==> config.mk <==
export PLATFORM = sky130hd
export DESIGN_NAME = regfile_scoreboard
export DESIGN_NICKNAME = d
export VERILOG_FILES = /design/src/rtl/regfile_scoreboard_pkg.sv /design/src/rtl/regfile_sb_cnt.sv /design/src/rtl/regfile_scoreboard.sv
export SDC_FILE = /design/constraint.sdc
export NUM_CORES = 2
export LEC_CHECK = 0
export ABC_CLOCK_PERIOD_IN_PS = 3100
export BUFFER_PORTS_ARGS = -buffer_cell sky130_fd_sc_hd__buf_2
export CORE_MARGIN = 2
export CORE_UTILIZATION = 35
export CTS_CLUSTER_SIZE = 24
export DETAILED_ROUTE_END_ITERATION = 8
export GPL_TIMING_DRIVEN = 1
export MAX_ROUTING_LAYER = met4
export PLACE_DENSITY_LB_ADDON = 0.3
export SETUP_SLACK_MARGIN = 0.1
export SKIP_LAST_GASP = 1
export SLEW_MARGIN = 0
export SYNTH_ARGS = -nofsm -noshare
export SYNTH_HDL_FRONTEND = slang
export SYNTH_HIERARCHICAL = 1
export SYNTH_SLANG_ARGS = --single-unit
==> constraint.sdc <==
create_clock -name clk -period 3.1 [get_ports clk]
set_input_delay 0.465 -clock clk [delete_from_list [all_inputs] [get_ports clk]]
set_output_delay 0.465 -clock clk [all_outputs]
set_load 0.02 [all_outputs]
==> src/rtl/regfile_scoreboard_pkg.sv <==
// Shared types for the scoreboarded register file: default widths, counter type
// and the read/write bundle structs used around the D and WB stages.
package regfile_scoreboard_pkg;

    localparam int DATA_W_DEF = 32;
    localparam int ADDR_W_DEF = 5;
    localparam int PEND_W_DEF = 2;

    typedef logic [DATA_W_DEF-1:0] Register;
    typedef logic [ADDR_W_DEF-1:0] RegAddr;
    typedef logic [PEND_W_DEF-1:0] SbCount;

    typedef struct packed {
        RegAddr  addr;
        Register data;
        logic    busy;
    } RF_read;

    typedef struct packed {
        logic    valid;
        RegAddr  dst;
        Register val;
    } RF_write;

endpackage

==> src/rtl/regfile_sb_cnt.sv <==
// Saturating outstanding-write counter for one architectural register.
// A coincident inc/dec pair cancels, so a full counter stays full across it.
module regfile_sb_cnt
    import regfile_scoreboard_pkg::*;
#(
    parameter int PEND_W = PEND_W_DEF
) (
    input  logic              clk,
    input  logic              reset,
    input  logic              inc,
    input  logic              dec,
    output logic              busy,
    output logic              full,
    output logic              underflow,
    output logic [PEND_W-1:0] count
);

    assign busy      = (count != '0);
    assign full      = &count;
    assign underflow = dec && !inc && (count == '0);

    always_ff @(posedge clk) begin
        if (reset) begin
            count <= '0;
        end else if (inc && !dec && !full) begin
            count <= count + PEND_W'(1);
        end else if (dec && !inc && busy) begin
            count <= count - PEND_W'(1);
        end
    end

endmodule

==> src/rtl/regfile_scoreboard.sv <==
// Register file with per-register outstanding-write scoreboard for the D stage.
// Optional feature: define REGFILE_BYPASS_EN for same-cycle WB write-through on reads.
module regfile_scoreboard
    import regfile_scoreboard_pkg::*;
#(
    parameter int DATA_W = DATA_W_DEF,
    parameter int ADDR_W = ADDR_W_DEF,
    parameter int NUM_RD = 2,
    parameter int PEND_W = PEND_W_DEF
) (
    input  logic                     clk,
    input  logic                     reset,
    input  logic [NUM_RD*ADDR_W-1:0] rd_addr,
    output logic [NUM_RD*DATA_W-1:0] rd_data,
    output logic [NUM_RD-1:0]        rd_busy,
    input  logic                     iss_valid,
    input  logic [ADDR_W-1:0]        iss_dst,
    output logic                     iss_ready,
    input  logic                     wb_valid,
    input  logic [ADDR_W-1:0]        wb_dst,
    input  logic [DATA_W-1:0]        wb_data,
    output logic                     sb_err
);

    localparam int DEPTH = 1 << ADDR_W;

    logic [DATA_W-1:0] mem [DEPTH];
    logic [PEND_W-1:0] cnt [DEPTH];
    logic [DEPTH-1:0]  busy_vec;
    logic [DEPTH-1:0]  full_vec;
    logic [DEPTH-1:0]  underflow_vec;

    // Register 0 is hard-wired: no counter, never busy, never full, never errors.
    assign cnt[0]           = '0;
    assign busy_vec[0]      = 1'b0;
    assign full_vec[0]      = 1'b0;
    assign underflow_vec[0] = 1'b0;

    for (genvar r = 1; r < DEPTH; r++) begin : g_cnt
        logic inc;
        logic dec;

        assign inc = iss_valid && (iss_dst == ADDR_W'(r));
        assign dec = wb_valid && (wb_dst == ADDR_W'(r));

        regfile_sb_cnt #(.PEND_W(PEND_W)) u_cnt (
            .clk       (clk),
            .reset     (reset),
            .inc       (inc),
            .dec       (dec),
            .busy      (busy_vec[r]),
            .full      (full_vec[r]),
            .underflow (underflow_vec[r]),
            .count     (cnt[r])
        );
    end

    assign iss_ready = (iss_dst == '0) || !full_vec[iss_dst];

    always_ff @(posedge clk) begin
        if (reset) begin
            for (int i = 0; i < DEPTH; i++) begin
                mem[i] <= '0;
            end
        end else if (wb_valid && (wb_dst != '0)) begin
            mem[wb_dst] <= wb_data;
        end
    end

    always_ff @(posedge clk) begin
        if (reset) begin
            sb_err <= 1'b0;
        end else if (|underflow_vec) begin
            sb_err <= 1'b1;
        end
    end

    for (genvar i = 0; i < NUM_RD; i++) begin : g_rd
        logic [ADDR_W-1:0] addr;
        logic [DATA_W-1:0] port_data;
        logic              port_busy;

        assign addr = rd_addr[i*ADDR_W +: ADDR_W];

        always_comb begin
            port_data = (addr == '0) ? '0 : mem[addr];
            port_busy = busy_vec[addr];
`ifdef REGFILE_BYPASS_EN
            // A write landing this edge retires one pending producer, unless a new one issues alongside.
            if (wb_valid && (addr != '0) && (wb_dst == addr)) begin
                port_data = wb_data;
                if (iss_valid && (iss_dst == addr)) begin
                    port_busy = (cnt[addr] != '0);
                end else begin
                    port_busy = (cnt[addr] > PEND_W'(1));
                end
            end
`endif
        end

        assign rd_data[i*DATA_W +: DATA_W] = port_data;
        assign rd_busy[i]                  = port_busy;
    end

endmodule

==> qor.yml <==
synthesis:
  synth-main-ff-cell: "edfxtp_1"
  synth_common_cells: "and2_1 (1026), edfxtp_1 (1020), mux4_2 (405), clkbuf_1 (304), nor2_1 (204)"
  async_flop_share_pct: 0
  synth_area_leaders: "edfxtp_1 (51%), mux4_2 (15%), and2_1 (11%)"
  avgSynthCellArea_um2: 13.60
  synth_top_cell_area_share_pct: 51.21
  ys_warn_count: 6
  yosysTopAreaCell: "edfxtp_1"
  netlist_area_um2: 59810
  synth_edf_count: 1020
  synth.most_common_cell: "and2_1"
  ys_seq_area_share_pct: 53.32
  ys_ff_latch: 1083
  netlist_instances: 4398
  ys_types: 57
route:
  drt-initial-drc-count: 5967
  drc: 0
  wl_per_cell_um: 32.00
  vias: 41756
  finalWirelength_um: 224700
  drt_pass1_iterations: 8
  ant_nets: 0
  viasPerCell: 5.946
floorplan:
  die-area_um2: 174200
  io_pins: 124
  start_util_pct: 35.25
  die_h_um: 417.4
  core_um2: 169700
  rows: 151
  die_x_um: 417.4
critical_path:
  r2r_cells: 6
  cp_max_fo: 2
  timing.rr.end: "sb_err"
  r2r-start: "g_cnt[26].u_cnt/count[1]"
  critical_path_class: "flop to output port"
  arrival_ps: 2800
  crit_path_end_kind: "output port"
  start_kind: "flop"
  reg2reg_slack_ps: 1470
  required_ps: 2630
pwr:
  p_leak_nw: 25.31
  ir_drop_mv: 0.4769
  total_power_mw: 37.43
  p_per_area_nw_per_um2: 519.3
clock_tree:
  cts_tree: "done"
  cts_root_buf: "clkbuf_16"
  cts-buffers-inserted: 116
  htree_levels: 3
  path_clk_slew_ps: 70
  cts_sinks: 1083
  clk_latency_ps: 720
  clockBufferDepth: 3
final_layout:
  nNetsFinal: 4753
  finish.utilization_pct: 42.49
  drive_gt1_share_pct: 34.19
  layoutNonFillerInstCount: 7022
  area_growth_pct: 20.53
placed_design:
  place_ws_ps: -450.1
  gp_congestion: 0.8909
  dp_hpwl_um: 139300
  dp_cells: 6720
  io_buffers: 123
global_route:
  grt_pass1_vias: 42053
  overflow: 0
  grt_use_met1_pct: 34.40
  grt_usage_pct: 26.19
  grtUsageMet2_pct: 40.02
  antenna_found_initial: 24
  grt_pass1_wl_um: 315800
  top_usage_layer: "met2"
  met3_usage_pct: 4.332
  grt_max_degree: 52
timing:
  finalHoldViolCount: 0
  fin_ws_ps: -162.8
  post-route-period-util_pct: 105.3
  finalSetupTns_ps: -692.2
  rsz0062_at_grt: "true"
  relSlewSlack_pct: 27.42
  fin_crit_ps: 3263
  slew_violations: 0
  finClkSkew_ps: 10.64
  finalSetupViolCount: 14
  clock.fmax_mhz: 306.5
  tightest_slew_ps: 1087
min_path:
  min_from: "reset"
  hold-path-cell-count: 3
  hold_class: "input pin to flop"
  hold_end: "g_cnt[29].u_cnt/count[0]"
run_status:
  violations: "setup timing"
  outcome: "finished, violations left"
job:
  cap_violations: 0
[stage by stage]
stage               hold WS, ps  instance area (um^2)
global route              207.7                 72070
finish                    221.4                 72090
CTS                       173.5                 71800
floorplan                 464.7                 59910
global placement          492.5                 65880
detailed placement        502.8                 65880
[per-layer routing]
| metal | share of wire [%] | vias to the layer above |
|---|---|---|
| met5 | 0 | - |
| met4 | 5.2 | 0 |
| met3 | 10 | 489 |
| met2 | 46 | 2586 |
| met1 | 39 | 21415 |
| li1 | - | 17266 |
[where the power goes]
group	switching [mW]	internal (mW)	leakage, nW
clock	6.29	8.45	1.90
sequential	0.441	16.8	10.3
combinational	3.05	2.43	13.2
total	9.79	27.6	25.3
[critical path, stage by stage (launching register included)]
cell      delay, ps
edfxtp_1        410
mux4_2          480
mux2_4          290
a221oi_4        420
buf_4           200
a31oi_4          40
buf_6           160
[kinds of logic (layout without fill, tap and decap cells)]
family	Yosys count	in the layout	share of synthesized area, %
and+or+nand+nor	1644	1645	16.26
other	1	41	0.006270
buffers and inverters	429	794	3.023
AOI/OAI and AO/OA	521	521	6.629
muxes	720	720	20.76
DFF	1083	1083	53.32
[placed cells by master (no fill, tap or decap), types with 19 or more instances in the layout]
cell type,instances
o21ai_0,57
o21ai_2,37
mux2_4,24
mux4_2,405
clkinv_1,19
a21oi_1,38
buf_2,51
conb_1,28
o41ai_1,26
clkbuf_1,20
buf_6,66
buf_4,356
and2_1,1025
buf_12,95
edfxtp_1,1020
nand3b_1,32
dfxtp_2,39
dfxtp_1,21
mux2_2,90
a211oi_1,56
nor2_4,28
nand2_1,81
a221oi_1,25
and2b_1,31
o22ai_1,55
nand2b_1,63
mux2i_1,198
nor2_1,176
o21ai_1,32
or2_4,31
nor2b_1,66
a31oi_4,19
clkbuf_16,117
or2_2,34
o2bb2ai_1,24
a221oi_2,88
or2b_2,31
clkinv_2,22
[worst max path at each step]
stage	start	end	slack [ps]	cells past startpoint
3_3_place_gp	rd_addr[1]	rd_data[27]	-410	8
4_1_cts	mem[28][27]	rd_data[27]	-210	6
2_1_floorplan	rd_addr[5]	rd_data[53]	460	7
3_5_place_dp	rd_addr[1]	rd_data[27]	-450	8
6_report	mem[28][27]	rd_data[27]	-160	6
5_1_grt	mem[30][27]	rd_data[27]	-200	6
[final cells by class]
class / count / area (um^2)
Clock inverter: 74 / 923.4
Timing Repair Buffer: 574 / 5692
Multi-Input combinational cell: 2914 / 27670
Clock buffer: 138 / 3017
Tap cell: 2218 / 2775
Inverter: 8 / 31.28
Sequential cell: 1083 / 31950
Fill cell: 15342 / 97570
Antenna cell: 13 / 32.53
[registers in the layout, summed over array words and instances (netlist names)]
name               cells
mem                 1020
g_cnt.u_cnt/count     62
sb_err                 1
[timing repair]
action | CTS | global route
gates resized for setup | 383 | 42
gates cloned | 2 | 0
setup endpoints to repair | 67 | 66
hold buffers | 0 | 0
setup buffers | 57 | 18
pin swaps | 60 | 17
(Power assumes the default switching activity.)
